<file path="src/rtl/uart_pkg.sv">
// uart_pkg: shared types and helpers for the configurable UART datapath.
//   parity_mode_e  - decoded parity selection (raw code 3 folds onto PAR_NONE)
//   rx_state_e     - receiver FSM states
//   samp_lo/mid/hi - oversample tick indices of the three majority-vote
//                    samples, centred on the middle of a bit of OSR ticks
package uart_pkg;

  typedef enum logic [1:0] {
    PAR_NONE = 2'd0,
    PAR_EVEN = 2'd1,
    PAR_ODD  = 2'd2
  } parity_mode_e;

  typedef enum logic [2:0] {
    ST_IDLE,
    ST_START,
    ST_DATA,
    ST_PARITY,
    ST_STOP1,
    ST_STOP2,
    ST_BRK_WAIT
  } rx_state_e;

  localparam int OSR_DEFAULT = 16;

  function automatic int samp_lo(input int osr);
    return osr / 2 - 1;
  endfunction

  function automatic int samp_mid(input int osr);
    return osr / 2;
  endfunction

  function automatic int samp_hi(input int osr);
    return osr / 2 + 1;
  endfunction

  localparam int SAMP_LO_DEFAULT  = samp_lo(OSR_DEFAULT);
  localparam int SAMP_MID_DEFAULT = samp_mid(OSR_DEFAULT);
  localparam int SAMP_HI_DEFAULT  = samp_hi(OSR_DEFAULT);

  function automatic parity_mode_e decode_parity(input logic [1:0] code);
    case (code)
      2'd1:    return PAR_EVEN;
      2'd2:    return PAR_ODD;
      default: return PAR_NONE;
    endcase
  endfunction

endpackage

</file>
<file path="src/rtl/baud_tick_gen.sv">
// baud_tick_gen: free-running oversample tick generator.
//   clk, rst - clock and synchronous active-high reset
//   clr      - restart the period so the next cycle carries a tick
//   dvsr     - period minus one; tick asserts once every dvsr+1 clocks
//   tick     - high while the counter sits at zero
module baud_tick_gen #(
  parameter int DVSR_WIDTH = 16
) (
  input  logic                  clk,
  input  logic                  rst,
  input  logic                  clr,
  input  logic [DVSR_WIDTH-1:0] dvsr,
  output logic                  tick
);

  logic [DVSR_WIDTH-1:0] cnt_reg;

  always_ff @(posedge clk) begin
    if (rst || clr) begin
      cnt_reg <= '0;
    end else if (cnt_reg == dvsr) begin
      cnt_reg <= '0;
    end else begin
      cnt_reg <= cnt_reg + DVSR_WIDTH'(1);
    end
  end

  assign tick = (cnt_reg == '0);

endmodule

</file>
<file path="src/rtl/uart_rx_cfg.sv">
// uart_rx_cfg: runtime-configurable UART receiver with majority-vote sampling.
//   clk, rst          - clock, synchronous active-high reset
//   en                - receiver enable; low abandons any frame in progress
//   dvsr              - oversample tick period minus one
//   data_bits         - character width, clamped to 5..MAX_DATA_BITS
//   parity_mode       - 0/3 none, 1 even, 2 odd
//   stop_bits         - 0 one stop bit, 1 two
//   rx                - asynchronous serial input, idle high
//   dout/dout_valid   - holding register and its full flag
//   dout_ready        - consumer accept
//   parity_err        - sideband of the held character
//   frame_err         - sideband of the held character
//   overrun_err       - pulse: character dropped because holding was full
//   break_det         - pulse: break frame recognised
//   busy              - receiver FSM away from IDLE
module uart_rx_cfg
  import uart_pkg::*;
#(
  parameter int MAX_DATA_BITS = 9,
  parameter int OSR           = 16,
  parameter int DVSR_WIDTH    = 16
) (
  input  logic                     clk,
  input  logic                     rst,
  input  logic                     en,
  input  logic [DVSR_WIDTH-1:0]    dvsr,
  input  logic [3:0]               data_bits,
  input  logic [1:0]               parity_mode,
  input  logic                     stop_bits,
  input  logic                     rx,
  output logic [MAX_DATA_BITS-1:0] dout,
  output logic                     dout_valid,
  input  logic                     dout_ready,
  output logic                     parity_err,
  output logic                     frame_err,
  output logic                     overrun_err,
  output logic                     break_det,
  output logic                     busy
);

  localparam int SW = $clog2(OSR);
  localparam logic [SW-1:0] S_LO  = SW'(samp_lo(OSR));
  localparam logic [SW-1:0] S_MID = SW'(samp_mid(OSR));
  localparam logic [SW-1:0] S_HI  = SW'(samp_hi(OSR));
  localparam logic [SW-1:0] S_END = SW'(OSR - 1);

  logic [1:0]               sync_reg;
  logic                     prev_reg;
  rx_state_e                state_reg;
  logic [SW-1:0]            s_reg;
  logic [3:0]               bit_reg;
  logic [3:0]               width_reg;
  parity_mode_e             par_reg;
  logic                     two_stop_reg;
  logic [MAX_DATA_BITS-1:0] data_reg;
  logic                     par_bit_reg;
  logic                     perr_frame_reg;
  logic [1:0]               samp_reg;
  logic                     hi_reg;
  logic [MAX_DATA_BITS-1:0] dout_reg;
  logic                     valid_reg;
  logic                     perr_reg;
  logic                     ferr_reg;
  logic                     ovr_reg;
  logic                     brk_reg;
  logic                     busy_reg;
  logic                     loaded_reg;

  logic                     rx_s;
  logic                     rx_fall;
  logic                     start_go;
  logic                     tick;
  logic                     vote;
  logic                     accept;
  logic                     par_exp;
  logic [3:0]               width_cl;

  // Two-stage synchroniser; idles high so reset never looks like a start bit.
  always_ff @(posedge clk) begin
    if (rst) begin
      sync_reg <= 2'b11;
      prev_reg <= 1'b1;
    end else begin
      sync_reg <= {sync_reg[0], rx};
      prev_reg <= sync_reg[1];
    end
  end

  assign rx_s     = sync_reg[1];
  assign rx_fall  = prev_reg & ~rx_s;
  assign start_go = (state_reg == ST_IDLE) && en && rx_fall;

  // Restarting the tick counter on the start edge makes tick 0 land on the
  // very next cycle, so bit boundaries are phase-locked to the falling edge.
  baud_tick_gen #(
    .DVSR_WIDTH(DVSR_WIDTH)
  ) u_tick (
    .clk (clk),
    .rst (rst),
    .clr (start_go),
    .dvsr(dvsr),
    .tick(tick)
  );

  always_comb begin
    width_cl = data_bits;
    if (data_bits < 4'd5) begin
      width_cl = 4'd5;
    end else if (data_bits > 4'(MAX_DATA_BITS)) begin
      width_cl = 4'(MAX_DATA_BITS);
    end
  end

  // Third sample is the live synced line on the S_HI tick.
  assign vote    = (samp_reg[0] & samp_reg[1]) | (samp_reg[0] & rx_s) | (samp_reg[1] & rx_s);
  assign accept  = valid_reg & dout_ready;
  // Upper bits of data_reg stay zero, so the full-width XOR is the char parity.
  assign par_exp = (par_reg == PAR_ODD) ? ~(^data_reg) : (^data_reg);

  always_ff @(posedge clk) begin
    if (rst) begin
      state_reg      <= ST_IDLE;
      s_reg          <= '0;
      bit_reg        <= '0;
      width_reg      <= 4'd8;
      par_reg        <= PAR_NONE;
      two_stop_reg   <= 1'b0;
      data_reg       <= '0;
      par_bit_reg    <= 1'b0;
      perr_frame_reg <= 1'b0;
      samp_reg       <= 2'b11;
      hi_reg         <= 1'b0;
      dout_reg       <= '0;
      valid_reg      <= 1'b0;
      perr_reg       <= 1'b0;
      ferr_reg       <= 1'b0;
      ovr_reg        <= 1'b0;
      brk_reg        <= 1'b0;
      busy_reg       <= 1'b0;
      loaded_reg     <= 1'b0;
    end else begin
      ovr_reg <= 1'b0;
      brk_reg <= 1'b0;
      if (accept) begin
        valid_reg  <= 1'b0;
        loaded_reg <= 1'b0;
      end
      if (tick) begin
        s_reg <= (s_reg == S_END) ? '0 : s_reg + SW'(1);
        if (s_reg == S_LO)  samp_reg[0] <= rx_s;
        if (s_reg == S_MID) samp_reg[1] <= rx_s;
      end

      if (!en) begin
        state_reg <= ST_IDLE;
        busy_reg  <= 1'b0;
      end else begin
        case (state_reg)
          ST_IDLE: begin
            if (rx_fall) begin
              state_reg      <= ST_START;
              busy_reg       <= 1'b1;
              s_reg          <= '0;
              width_reg      <= width_cl;
              par_reg        <= decode_parity(parity_mode);
              two_stop_reg   <= stop_bits;
              data_reg       <= '0;
              par_bit_reg    <= 1'b0;
              perr_frame_reg <= 1'b0;
            end
          end
          ST_START: begin
            if (tick && s_reg == S_HI && vote) begin
              state_reg <= ST_IDLE;
              busy_reg  <= 1'b0;
            end else if (tick && s_reg == S_END) begin
              state_reg <= ST_DATA;
              bit_reg   <= '0;
            end
          end
          ST_DATA: begin
            if (tick && s_reg == S_HI) begin
              data_reg[bit_reg] <= vote;
            end
            if (tick && s_reg == S_END) begin
              if (bit_reg == width_reg - 4'd1) begin
                state_reg <= (par_reg == PAR_NONE) ? ST_STOP1 : ST_PARITY;
              end else begin
                bit_reg <= bit_reg + 4'd1;
              end
            end
          end
          ST_PARITY: begin
            if (tick && s_reg == S_HI) begin
              par_bit_reg    <= vote;
              perr_frame_reg <= (vote != par_exp);
            end
            if (tick && s_reg == S_END) begin
              state_reg <= ST_STOP1;
            end
          end
          ST_STOP1: begin
            // Leave at the vote sample rather than the bit end so a start bit
            // arriving early is still caught.
            if (tick && s_reg == S_HI) begin
              if (data_reg == '0 && (par_reg == PAR_NONE || !par_bit_reg) && !vote) begin
                brk_reg   <= 1'b1;
                hi_reg    <= 1'b0;
                state_reg <= ST_BRK_WAIT;
              end else begin
                if (!valid_reg || accept) begin
                  dout_reg   <= data_reg;
                  valid_reg  <= 1'b1;
                  perr_reg   <= perr_frame_reg;
                  ferr_reg   <= ~vote;
                  loaded_reg <= 1'b1;
                end else begin
                  ovr_reg <= 1'b1;
                end
                if (two_stop_reg) begin
                  state_reg <= ST_STOP2;
                  bit_reg   <= '0;
                end else begin
                  state_reg <= ST_IDLE;
                  busy_reg  <= 1'b0;
                end
              end
            end
          end
          ST_STOP2: begin
            // bit_reg flags that the second stop bit period has begun.
            if (tick && s_reg == S_END) begin
              bit_reg <= 4'd1;
            end
            if (tick && s_reg == S_HI && bit_reg == 4'd1) begin
              if (!vote && loaded_reg && valid_reg && !accept) begin
                ferr_reg <= 1'b1;
              end
              state_reg <= ST_IDLE;
              busy_reg  <= 1'b0;
            end
          end
          ST_BRK_WAIT: begin
            // Exit only after the line has been high across a whole tick period.
            if (!rx_s) begin
              hi_reg <= 1'b0;
            end else if (tick) begin
              if (hi_reg) begin
                state_reg <= ST_IDLE;
                busy_reg  <= 1'b0;
              end else begin
                hi_reg <= 1'b1;
              end
            end
          end
          default: begin
            state_reg <= ST_IDLE;
            busy_reg  <= 1'b0;
          end
        endcase
      end
    end
  end

  assign dout        = dout_reg;
  assign dout_valid  = valid_reg;
  assign parity_err  = perr_reg;
  assign frame_err   = ferr_reg;
  assign overrun_err = ovr_reg;
  assign break_det   = brk_reg;
  assign busy        = busy_reg;

endmodule

</file>
<file path="config.mk">
export PLATFORM = sky130hd
export DESIGN_NAME = uart_rx_cfg
export DESIGN_NICKNAME = d
export VERILOG_FILES = /design/src/rtl/uart_pkg.sv /design/src/rtl/baud_tick_gen.sv /design/src/rtl/uart_rx_cfg.sv
export SDC_FILE = /design/constraint.sdc
export NUM_CORES = 1
export LEC_CHECK = 0
export CORE_UTILIZATION = 60
export CTS_BUF_LIST = sky130_fd_sc_hd__clkbuf_16
export CTS_CLUSTER_SIZE = 10
export DETAILED_ROUTE_END_ITERATION = 7
export PLACE_DENSITY = 0.85
export SLEW_MARGIN = 10
export SYNTH_ARGS = -nofsm -noshare
export SYNTH_HDL_FRONTEND = slang
export SYNTH_SLANG_ARGS = --single-unit
</file>
<file path="constraint.sdc">
create_clock -name clk -period 4.3 [get_ports clk]
set_clock_uncertainty 0.15 [all_clocks]
set_input_delay 1.075 -clock clk [delete_from_list [all_inputs] [get_ports clk]]
set_output_delay 1.075 -clock clk [all_outputs]
set_load 0.01 [all_outputs]
</file>
==> metrics.txt, run 1 <==
status complete, no violations; Core Rows 28; Area Overhead vs Synth 21.3%; internal power 1190 uW; initial DRC count 219; Detailed Routing Iterations Pass 1 5; Die Span X 80.3 um; critical-path cell list clkdlybuf4s50_1 > nor2b_1 > nand3_1 > nand3_1 > nor2_1; total wire length 8810 um; Compound-Gate Fraction of Synth Area 10.3%; Combinational Power Share 8.5%; Yosys top cell area share 36.5%; Tmin final 3.08 ns; Post-Syn Area per Cell 8.71 um2; area leader, netlist dfxtp_1; Seq pwr share 41.9%; Filler cells 430; multi-input logic area 0.00220 mm2; Setup CP Type in2reg; die area 0.00645 mm2; number of global-route vias before repair 3,082; Synth area leaders dfxtp_1, mux2i_1, xor2_1; first-pass GRT wire length 14,200 um; IO Pins 43; worst hold-check path type reg2reg; Congestion Overflow GR 0; GPL Wtd Cong 0.939; Final period util 71.7%; endpoints failing setup 0; CTS buffer count 9; switch share 22.5%; main flop type after synthesis dfxtp_1; max-cap violations 0; CTS resizes 0; Simple-Gate Fraction of Synth Area 27.3%; initial antenna violation count 0; syn_nets 464; buffer and inverter count on the worst path 1; DP HPWL 6280 um; Design Power 1540 uW; Core Area 0.00592 mm2; Starting Density 62.1%; RSZ-0062 raised after global routing no; Post-Synthesis Cells 422; Vias/cell 6.00; Post-CTS Setup Bufs 0; TritonCTS clock tree built; ratio of cells with drive above 1 in the final layout 7.69%; port bufs 42; xor and xnor area share after synthesis 10.4%; critical path's top delay family simple AND/OR/NAND/NOR gates; # hold bufs at CTS 0; Global Route Usage Sum 29.2%; htree depth 3; relative slew slack 35.2%; clk_lat worst skew 0.33 ns; net switching power 347 uW; Crit path required time 4.34 ns; Pins Over Slew Limit 0; flops & latches, synth 67; antenna viol nets, final 0; Worst Tran Pin Value 0.963 ns; routed length per instance 16.2 um; fmax 324 MHz; clock sinks 67; drt drc 0; Worst-path clk slew 0.06 ns; Synth Warn # 0; CP max FO 16; Final Hold Viols 0; largest family of logic cells by synthesized area simple AND/OR/NAND/NOR gates; WP data arrival 3.12 ns; Async SR Flop Fraction 0%; Final nets 505; top-count cell post-synth dfxtp_1; Register Area 0.00134 mm2; Crit path top cell by count nand3_1; PwrDens 345 mW/mm2; mux share of post-synthesis cell area 6.53%; post-synthesis cell area 0.00368 mm2; commonest cells in the netlist dfxtp_1, nor2_1, nand2_1; crit path max-delay cell type nand3_1; antenna cells 0; EDFF count, synth 0; max FFs per register 16; setup_tns 0 ns; largest net degree at the start of global routing 33; Peak VDD IR 0.312 mV; CTS Buffer Depth 2; Synth Area in Adders 5.07%; post-synthesis sequential area ratio 36.5%; clock power share 49.5%; detailed-route via count 3,260; slowest stage delay, CP 0.65 ns; clk root buf clkbuf_16; nature of the critical path startpoint input pin; LEAKAGE 0.00172 uW; synth unique cells 55; crit path capture type flop; die height 80.3 um
-- worst paths after layout --
kind | start | endpoint | slack, ns | cells after the start
max | en | u_tick.cnt_reg[14] | 1.22 | 5
min | sync_reg[0] | sync_reg[1] | 0.27 | 1
max reg2reg | sync_reg[1] | hi_reg | 1.56 | 6
min reg2reg | sync_reg[0] | sync_reg[1] | 0.27 | 1
-- cell type report --
type	count	share of cell area, %
inverters	23	1.93
clock inverters	7	1.85
repair buffers	44	9.76
well taps	75	2.10
flip-flops and latches	67	30.1
clock buffers	9	5.05
multi-input cells	318	49.2
-- metal layers --
metal / wire length (um) / GRT usage (%)
met1: 3780 / 37.1
met2: 4310 / 47.0
met3: 544 / 5.80
met4: 180 / 14.5
met5: 0 / 0
-- per-stage QoR --
step	std cells	setup slack (ns)	utilization, %	instance area (um2)	hold slack, ns
finish	543	1.22	75.4	4460	0.269
global route	543	1.05	75.4	4460	0.295
CTS	543	1.25	75.4	4460	0.273
detailed placement	527	0.919	70.2	4150	0.260
global placement	527	1.02	70.2	4150	0.244
floorplan	422	1.91	-	3680	0.239
-- cell usage in the layout, fill, tap and decap left out, types with 15 or more instances in the layout --
master           netlist  final
a21oi_1               19     19
xor2_1                25     25
mux2i_1               24     24
nor2_1                51     51
dfxtp_1               67     67
nand4_1               15     15
clkdlybuf4s50_1        0     42
nand2_1               32     32
inv_1                 21     21
xnor2_1               16     16
-- worst register-to-register path: stages, from the launching register on --
cell and delay (ns):
dfxtp_1 0.36, maj3_2 0.48, nor4_1 0.84, a31oi_1 0.16, a211oi_1 0.30, mux2i_1 0.24
nor2_1 0.07
-- cell families (layout without fill, tap and decap cells) --
logic type,after synthesis,after routing
AND/OR/NAND/NOR,181,181
flip-flops,67,67
AO/OA/AOI/OAI,56,56
XOR/XNOR,42,42
buffers and inverters,37,83
multiplexers,24,24
adder cells (fa/ha/maj),15,15
-- power groups by stage --
stage	Clock, uW	Sequential (uW)	Combinational (uW)
floorplan	0	654	80.8
global placement	0	658	124
detailed placement	0	658	130
CTS	767	645	132
global route	797	647	143
finish	762	646	131
Power figures use the tool's default switching activity.
==> run 2, diff against run 1 <==
Settings changed: CORE_UTILIZATION 60 to 51, PLACE_DENSITY 0.85 to 0.77.
Clock period 4.3 ns to 2.7 ns, I/O delays scaled along.
==> metrics.txt, run 2 (synthesized netlist as in run 1, its figures left out) <==
status complete, no violations; DP HPWL 6450 um (+2.7%); Vias/cell 5.55 (-7.6%); max FFs per register 16 (unchanged); endpoints failing setup 0 (unchanged); setup ws final 0.190 ns (-1.03 ns); Congestion Overflow GR 0 (unchanged); switch share 24.0% (+1.4 points); total wire length 8720 um (-0.98%); register-to-register setup slack 0.19 ns (-1.37 ns); critical-path cell list inv_1 > ha_1 > nor4b_4 > nand4_4 > a211oi_2 > o221ai_2 > or2_4 > a311o_1; number of global-route vias before repair 3,064 (-0.58%); Final Hold Viols 0 (unchanged); buffer and inverter count on the worst path 1 (unchanged); die area 0.00755 mm2 (+17%); CTS buffer count 9 (unchanged); clock sinks 67 (unchanged); Critical R2R Launch u_tick.cnt_reg[0]; most common cell after layout, fill and taps aside dfxtp_1; internal power 1820 uW (+53%); crit path capture type flop; Global Route Usage Sum 24.6% (-4.6 points); Pins Over Slew Limit 0 (unchanged); Die Span X 86.9 um (+8.3%); Crit path required time 2.77 ns (-1.57 ns); TritonCTS clock tree built; clk_lat worst skew 0.33 ns (about the same); WP data arrival 2.58 ns (-0.54 ns); net switching power 573 uW (+65%); drt drc 0 (unchanged); fmax 398 MHz; Combinational Power Share 8.9% (+0.4 points); Worst Tran Pin Value 0.485 ns (-0.478 ns); Seq pwr share 42.9% (+1.0 points); R2R depth 8 (+2); RSZ-0062 raised after global routing no; Post-CTS Setup Bufs 0 (unchanged); clk root buf clkbuf_16; clock power share 48.2% (-1.3 points); setup_tns 0 ns (unchanged); Worst-path clk slew 0.06 ns (about the same); first-pass GRT wire length 14,300 um (+0.88%); Core Area 0.00687 mm2 (+16%); LEAKAGE 0.00177 uW (+2.8%); CTS Buffer Depth 2 (unchanged); worst hold-check path type reg2reg; Cells on Worst Hold Path 1 (unchanged); IO Pins 43 (unchanged); routed length per instance 15.2 um (-6.5%); Setup WS pre-CTS 0.197 ns (-0.722 ns); critical path's top delay family simple AND/OR/NAND/NOR gates; antenna viol nets, final 0 (unchanged); htree depth 3 (unchanged); Detailed Routing Iterations Pass 1 4 (-1); Core Rows 30 (+7.1%); port bufs 42 (unchanged); initial DRC count 178 (-19%); die height 86.9 um (+8.3%); antenna cells 0 (unchanged); initial antenna violation count 0 (unchanged); WHS Endpoint sync_reg[1]; worst hold start sync_reg[0]; Area Overhead vs Synth 23.9%; Final nets 516 (+2.2%); Tmin final 2.51 ns; crit path max-delay cell type dfxtp_1; detailed-route via count 3,191 (-2.1%); Setup CP Type reg2reg; # hold bufs at CTS 0 (unchanged); GPL Wtd Cong 0.944 (+0.50%); Starting Density 53.5% (-8.6 points); Final period util 93.0%; CTS resizes 0 (unchanged); max-cap violations 0 (unchanged); relative slew slack 67.6% (+32 points); largest net degree at the start of global routing 22 (-33%); most frequent cells in the layout dfxtp_1, nor2_1, clkdlybuf4s50_1; slowest stage delay, CP 0.36 ns (-0.29 ns); Critical R2R Capture bit_reg[2]; PwrDens 525 mW/mm2 (+52%); ratio of cells with drive above 1 in the final layout 10.6% (+3.0 points); CP max FO 9 (-7); nature of the critical path startpoint flop; Peak VDD IR 0.347 mV (+11%)
## run 2: how the worst max path moves through the flow
stage | start | endpoint | slack [ns] | cells after the start
finish | u_tick.cnt_reg[0] | bit_reg[2] | 0.19 | 8
floorplan | u_tick.cnt_reg[0] | bit_reg[2] | 0.44 | 8
detailed placement | u_tick.cnt_reg[0] | bit_reg[2] | 0.20 | 8
global placement | u_tick.cnt_reg[0] | bit_reg[2] | 0.26 | 8
CTS | u_tick.cnt_reg[0] | bit_reg[2] | 0.18 | 8
global route | u_tick.cnt_reg[0] | bit_reg[2] | 0.05 | 8
## run 2: per-stage QoR
step                      std cells  instance area, um2  util (%)  total power, uW  hold slack [ns]
after floorplan                 422                3680         -             1170            0.239
final                           575                4560      66.3             2390            0.258
after detailed placement        559                4260      62.1             1260            0.249
after CTS                       575                4560      66.3             2410            0.260
after global routing            575                4560      66.3             2470            0.291
after global placement          559                4260      62.1             1250            0.242
## run 2: area by class of cell
type / count / area [um2]
multi-input cells: 318 / 2200
repair buffers: 55 / 518
clock buffers: 9 / 225
fillers: 568 / 2310
clock inverters: 7 / 68.8
well taps: 96 / 120
inverters: 23 / 86.3
flip-flops and latches: 67 / 1340
## run 2: worst reg2reg max path: stages, from the launching register on
cell and delay [ns]:
dfxtp_1 0.36, inv_1 0.08, ha_1 0.14, nor4b_4 0.34, nand4_4 0.24, a211oi_2 0.27
o221ai_2 0.17, or2_4 0.30, a311o_1 0.34
## run 2: power by group through the flow
stage	combinational (uW)	clock [uW]	sequential, uW
global placement	208	0	1050
detailed placement	211	0	1050
CTS	213	1170	1030
global route	236	1210	1030
floorplan	129	0	1040
finish	213	1150	1030
## run 2: metal layers
layer | vias up | GRT usage [%] | routed length [um]
li1 | 1587 | - | -
met1 | 1496 | 32.1 | 4090
met2 | 88 | 39.2 | 4060
met3 | 20 | 4.08 | 347
met4 | 0 | 12.4 | 221
met5 | - | 0 | 0
==> run 3, diff against run 2 <==
Settings changed: CORE_MARGIN set to 5.
==> metrics.txt, run 3 (synthesized netlist as in run 1, its figures left out) <==
status complete, no violations; CP max FO 5 (-4); fmax 391 MHz (-1.8%); crit path capture type flop; slowest stage delay, CP 0.53 ns (+0.17 ns); most frequent cells in the layout dfxtp_1, nor2_1, clkdlybuf4s50_1; Detailed Routing Iterations Pass 1 5 (+1); Area Overhead vs Synth 23.0%; critical path's top delay family compound AO/OA/AOI/OAI gates; CTS Buffer Depth 2 (unchanged); initial antenna violation count 0 (unchanged); max FFs per register 16 (unchanged); antenna cells 0 (unchanged); port bufs 42 (unchanged); Setup WS pre-CTS 0.111 ns (-0.0861 ns); Setup CP Type reg2reg; Starting Density 51.5% (-2.0 points); Tmin final 2.56 ns (+0.0464 ns); crit path max-delay cell type nor3_1; number of global-route vias before repair 3,133 (+2.3%); ratio of cells with drive above 1 in the final layout 10.3% (-0.37 points); # hold bufs at CTS 0 (unchanged); DP HPWL 6470 um (+0.18%); critical-path cell list inv_1 > ha_1 > xnor2_1 > nor3_1 > a211oi_2 > o221ai_2 > nor4_1 > a311o_1; worst hold slack 0.272 ns (+0.0141 ns); largest net degree at the start of global routing 25 (+14%); Peak VDD IR 0.384 mV (+11%); initial DRC count 208 (+17%); htree depth 3 (unchanged); Die Span X 94.9 um (+9.2%); net switching power 567 uW (-1.1%); clk root buf clkbuf_16; Global Route Usage Sum 20.9% (-3.7 points); max-cap violations 0 (unchanged); PwrDens 507 mW/mm2 (-3.4%); first-pass GRT wire length 14,700 um (+2.4%); buffer and inverter count on the worst path 1 (unchanged); Seq pwr share 44.7% (+1.8 points); routed length per instance 15.2 um (about the same); worst hold-check path type reg2reg; TritonCTS clock tree built; GPL Wtd Cong 0.901 (-4.5%); Core Rows 31 (+3.3%); Worst Tran Pin Value 0.607 ns (+0.122 ns); internal power 1730 uW (-5.1%); setup_tns 0 ns (unchanged); switch share 24.7% (+0.74 points); Final period util 94.7% (+1.7 points); detailed-route via count 3,193 (+0.063%); RSZ-0062 raised after global routing no; endpoints failing setup 0 (unchanged); Worst-path clk slew 0.05 ns (about the same); most common cell after layout, fill and taps aside dfxtp_1; clock sinks 67 (unchanged); die area 0.00901 mm2 (+19%); IO Pins 43 (unchanged); Final Hold Viols 0 (unchanged); setup ws final 0.144 ns (-0.0464 ns); WP data arrival 2.61 ns (+0.03 ns); Combinational Power Share 9.5% (+0.6 points); drt drc 0 (unchanged); clk_lat worst skew 0.33 ns (about the same); antenna viol nets, final 0 (unchanged); Crit path required time 2.76 ns (about the same); clock power share 45.7% (-2.5 points); Pins Over Slew Limit 0 (unchanged); CTS resizes 0 (unchanged); LEAKAGE 0.00174 uW (-1.6%); Core Area 0.00714 mm2 (+3.9%); CTS buffer count 9 (unchanged); total wire length 8740 um (+0.22%); nature of the critical path startpoint flop; Post-CTS Setup Bufs 0 (unchanged); Congestion Overflow GR 0 (unchanged); relative slew slack 59.2% (-8.4 points); die height 94.9 um (+9.2%); Final nets 514 (-0.39%); Vias/cell 5.54 (-0.11%)
## run 3: cell count changes in the layout (fill, tap and decap cells not counted)
cell	previous run	this run
buf_4	13	11
clkinvlp_4	2	4
bufinv_16	1	0
clkinv_4	1	0
## run 3: final timing paths
path / from / to / slack (ns) / cells past startpoint
worst min-delay path: sync_reg[0] / sync_reg[1] / 0.27 / 1
worst max-delay path: width_reg[0] / bit_reg[2] / 0.14 / 8
worst min register to register: sync_reg[0] / sync_reg[1] / 0.27 / 1
worst max register to register: width_reg[0] / bit_reg[2] / 0.14 / 8
## run 3: power by group through the flow
stage / Sequential, uW / Clock (uW) / Combinational, uW
after floorplan: 1040 / 0 / 129
after global placement: 1050 / 0 / 208
after detailed placement: 1050 / 0 / 213
after CTS: 1030 / 1060 / 215
after global routing: 1030 / 1120 / 242
final: 1030 / 1050 / 219
## run 3: routing by layer
layer	wire length (um)	global-route usage (%)
met2	3990	32.5
met3	504	6.29
met4	216	8.65
met5	0	0
met1	4030	27.0
## run 3: layout make-up
class / count / area [um2]
Sequential cell: 67 / 1340
Timing Repair Buffer: 53 / 503
Tap cell: 99 / 124
Inverter: 23 / 86.3
Clock inverter: 7 / 45.0
Fill cell: 611 / 2620
Clock buffer: 9 / 225
Multi-Input combinational cell: 318 / 2200
## run 3: worst reg2reg max path, delay by kind of cell, from the launching register on
kind | cells | cell delay (ns)
AOI/OAI and AO/OA | 3 | 0.78
xor gates and xnor gates | 1 | 0.13
DFF | 1 | 0.37
buffers and inverters | 1 | 0.08
adders and majority gates | 1 | 0.31
and+or+nand+nor | 2 | 0.62
## run 3: per-stage QoR
step	total power, uW	cell area (um2)	utilization [%]	cells
6_report	2290	4520	63.4	576
5_1_grt	2390	4520	63.4	576
4_1_cts	2300	4510	63.3	575
3_5_place_dp	1260	4240	59.5	559
3_3_place_gp	1250	4240	59.5	559
2_1_floorplan	1170	3680	-	422
==> variant 1 (config.mk and constraints of run 3) <==
Re-encode `parity_mode_e` (3 values) as one-hot, 3 bits wide.
--- a/src/rtl/uart_pkg.sv
+++ b/src/rtl/uart_pkg.sv
@@ -5,10 +5,10 @@
 //                    samples, centred on the middle of a bit of OSR ticks
 package uart_pkg;
 
-  typedef enum logic [1:0] {
-    PAR_NONE = 2'd0,
-    PAR_EVEN = 2'd1,
-    PAR_ODD  = 2'd2
+  typedef enum logic [2:0] {
+    PAR_NONE = 3'b001,
+    PAR_EVEN = 3'b010,
+    PAR_ODD  = 3'b100
   } parity_mode_e;
 
   typedef enum logic [2:0] {
Check against the original RTL: no difference found for any inputs over 10 cycles, from zero or initial values and one cycle with rst high; not proved beyond that.
==> variant 1 against run 3 <==
Worst setup slack improved by 0.035 ns; core utilization increased by 0.75 points; cell area increased by 3.4%; sequential cell count increased by 1; combinational power increased by 21%; synthesized area increased by 4.1%; total power increased by 7.1%; wire length increased by 0.39%; via count increased by 3.5%; critical path type unchanged; largest power group unchanged; highest routed layer unchanged.
==> variant 1: results (changes against run 3) <==
Outcome
  – Status: finished, final reports clean

Route
  – Drt wl/cell: 14.7 um (-3.0%)
  – Starting DRT DRC Count: 227 (+9.1%)
  – Vias post-DR: 3306 (+3.5%)

Worst setup path
  – Critical Path Start: u_tick.cnt_reg[1]
  – R2R setup slack: 0.18 ns (+0.04 ns)
  – CP Max Fanout: 6 (+1)
  – Max stage delay on crit path: 0.49 ns (-0.04 ns)
  – Critical path arrival: 2.59 ns (-0.02 ns)

Pwr
  – Max VDD drop: 0.318 mV (-17%)
  – Cell Pwr Density: 526 nW/um^2 (+3.6%)
  – Flop pwr share: 0.428 (-0.019)

Final layout
  – Flip-flop and latch count: 68 (+1.5%)
  – Number of multi-input logic gates: 334 (+5.0%)
  – Fraction of area in multi-input gates: 0.488 (+0.00207)
  – Sequential cell area share: 0.291 (-0.00540)
  – Final net count: 536 (+4.3%)
  – Clock-cell share: 0.0626 (+0.00287)
  – Layout cells sized above 1: 0.111 (+0.00794)

Global routing
  – First-pass GRT wire length: 14600 um (-0.33%)
  – Largest net degree at the start of global routing: 17 (-32%)
  – Global-route track usage on met2: 0.297 (-0.0280)

Placement
  – Post-DP HPWL: 6450 um (-0.22%)

Yosys
  – Sequential area share after synthesis: 0.356 (-0.00919)
  – Yosys cell types: 61 (+11%)

Floorplanning
  – Die W: 96.6 um (+1.8%)
[variant 1: cells by family after synthesis]
group,Yosys count
AND/OR/NAND/NOR,198
adder cells (fa/ha/maj),17
multiplexers,16
buffers and inverters,46
XOR/XNOR,43
flip-flops,68
AO/OA/AOI/OAI,60
[variant 1: timing repair]
| action | in CTS | in global routing |
|---|---|---|
| hold buffers | 0 | 0 |
| resized for setup | 0 | 2 |
| endpoints found under the setup margin | 0 | 3 |
[variant 1: per-layer routing]
metal	wire length [um]	part of all wire
met5	0	0
met4	223	0.025
met3	422	0.048
met2	4100	0.47
met1	4030	0.46
[variant 1: worst reg2reg max path, cell delays in order (launching register included)]
cell and delay [ns]:
dfxtp_1 0.35, inv_1 0.07, ha_1 0.15, nor4b_4 0.28
nand3_2 0.20, or4_1 0.49, a311oi_4 0.40, nor4b_2 0.26
nor2_1 0.07
==> variant 2 (settings of run 3) <==
Without the edit above. Set the parameter `MAX_DATA_BITS` to 18 (it was 9).
--- a/src/rtl/uart_rx_cfg.sv
+++ b/src/rtl/uart_rx_cfg.sv
@@ -16,7 +16,7 @@
 module uart_rx_cfg
   import uart_pkg::*;
 #(
-  parameter int MAX_DATA_BITS = 9,
+  parameter int MAX_DATA_BITS = 18,
   parameter int OSR           = 16,
   parameter int DVSR_WIDTH    = 16
 ) (
Ports: changed (resized dout); port bits go from 43 to 52. The function was not compared with the original's and may differ.
==> variant 2 against run 3 <==
Cell area increased by 19%; wire length increased by 20%; cell count increased by 20%; via count increased by 21%; total power increased by 22%; worst setup slack improved by 0.072 ns; clock power increased by 24%; sequential cell count increased by 14; sequential power increased by 20%; synthesized area increased by 19%; critical path type unchanged; largest power group unchanged.
==> variant 2: results (changes against run 3) <==
Outcome
  – Status: finished, final reports clean

Global routing
  – Total track usage: 0.212 (+0.00286)
  – Vias in the first global route: 3779 (+21%)
  – Met3 usage: 0.0304 (-0.0325)
  – Met1 Use GR: 0.278 (+0.00793)
  – First-pass GRT wire length: 17800 um (+21%)

Yosys
  – Sequential area share after synthesis: 0.370 (+0.00511)
  – Flops & latches, synth: 81 (+21%)
  – Synth cell count leaders: dfxtp_1 (81), nand2_1 (70), nor2_1 (46)
  – Synth area leaders: dfxtp_1 (37%), nand2_1 (6.0%), xor2_1 (5.4%), ha_1 (5.1%), nor2_1 (3.9%)
  – Yosys cell types: 57 (+3.6%)

Final layout
  – Invs w/o clock: 31 (+35%)
  – Fraction of area in multi-input gates: 0.467 (-0.0189)
  – Sequential Area: 1620 sq um (+21%)
  – Number of multi-input logic gates: 384 (+21%)
  – Post-Layout Cell Count: 689 (+20%)
  – Non-clock buffer count: 72 (+36%)
  – Non-clock buffer share: 0.125 (+0.0138)
  – Final net count: 625 (+22%)
  – Layout filler cell count: 714 (+17%)

Route
  – Starting DRT DRC Count: 281 (+35%)
  – Drt wl/cell: 15.2 um (+0.13%)
  – Met3 wire len: 616 um (+22%)
  – Vias post-DR: 3868 (+21%)
  – Wire length on met1: 4530 um (+12%)
  – DR WL met2: 5000 um (+25%)

Placement
  – Worst slack, placed: -0.00589 ns (-0.117 ns)
  – Post-DP HPWL: 7860 um (+22%)
  – Port buffer count: 49 (+17%)
  – DP Area: 5040 sq um (+19%)
  – Global placer's final weighted congestion: 0.891 (-1.1%)

Worst setup path
  – Critical path arrival: 2.55 ns (-0.06 ns)
  – Max stage delay on crit path: 0.71 ns (+0.18 ns)
  – R2R depth: 6 (-2)
  – CP Max Fanout: 18 (+13)
  – Slowest-stage cell, CP: or4_4
  – Top delay family on crit path: simple AND/OR/NAND/NOR gates
  – R2R setup slack: 0.22 ns (+0.07 ns)

Pwr
  – Clock share of power: 0.464 (+0.007)
  – Seq pwr: 1.24 mW (+20%)
  – P_leak: 2.02 nW (+16%)
  – Max VDD drop: 0.348 mV (-9.6%)
  – NetSw: 658 uW (+16%)

Timing
  – Final Hold Slack: 0.260 ns (-0.0121 ns)
  – Slew Limit Headroom: 0.650 (+0.0572)

Floorplanning
  – Row count: 33 (+6.5%)
-- variant 2: cell types whose count changed in the layout (fill, tap and decap cells not counted), moves of 8 or more --
cell,before,now
nand2_2,0,9
inv_1,21,31
dfxtp_1,67,81
a21oi_1,19,27
nand2_1,32,70
buf_4,11,22
a21oi_2,0,9
mux2i_1,24,13
-- variant 2: how the worst max path moves through the flow --
stage	start	endpoint	slack, ns
2_1_floorplan	u_tick.cnt_reg[0]	dout[10]	0.31
6_report	u_tick.cnt_reg[7]	dout[7]	0.22
3_5_place_dp	en	data_reg[1]	-0.006
3_3_place_gp	en	data_reg[1]	0.09
5_1_grt	u_tick.cnt_reg[7]	data_reg[1]	0.03
4_1_cts	u_tick.cnt_reg[7]	dout[4]	0.10
-- variant 2: logic make-up after synthesis --
logic type | synth area share
and+or+nand+nor | 0.259
AOI/OAI and AO/OA | 0.125
DFF | 0.370
buffers and inverters | 0.0599
xor gates and xnor gates | 0.0950
adders and majority gates | 0.0537
muxes | 0.0374
other | 0.000855
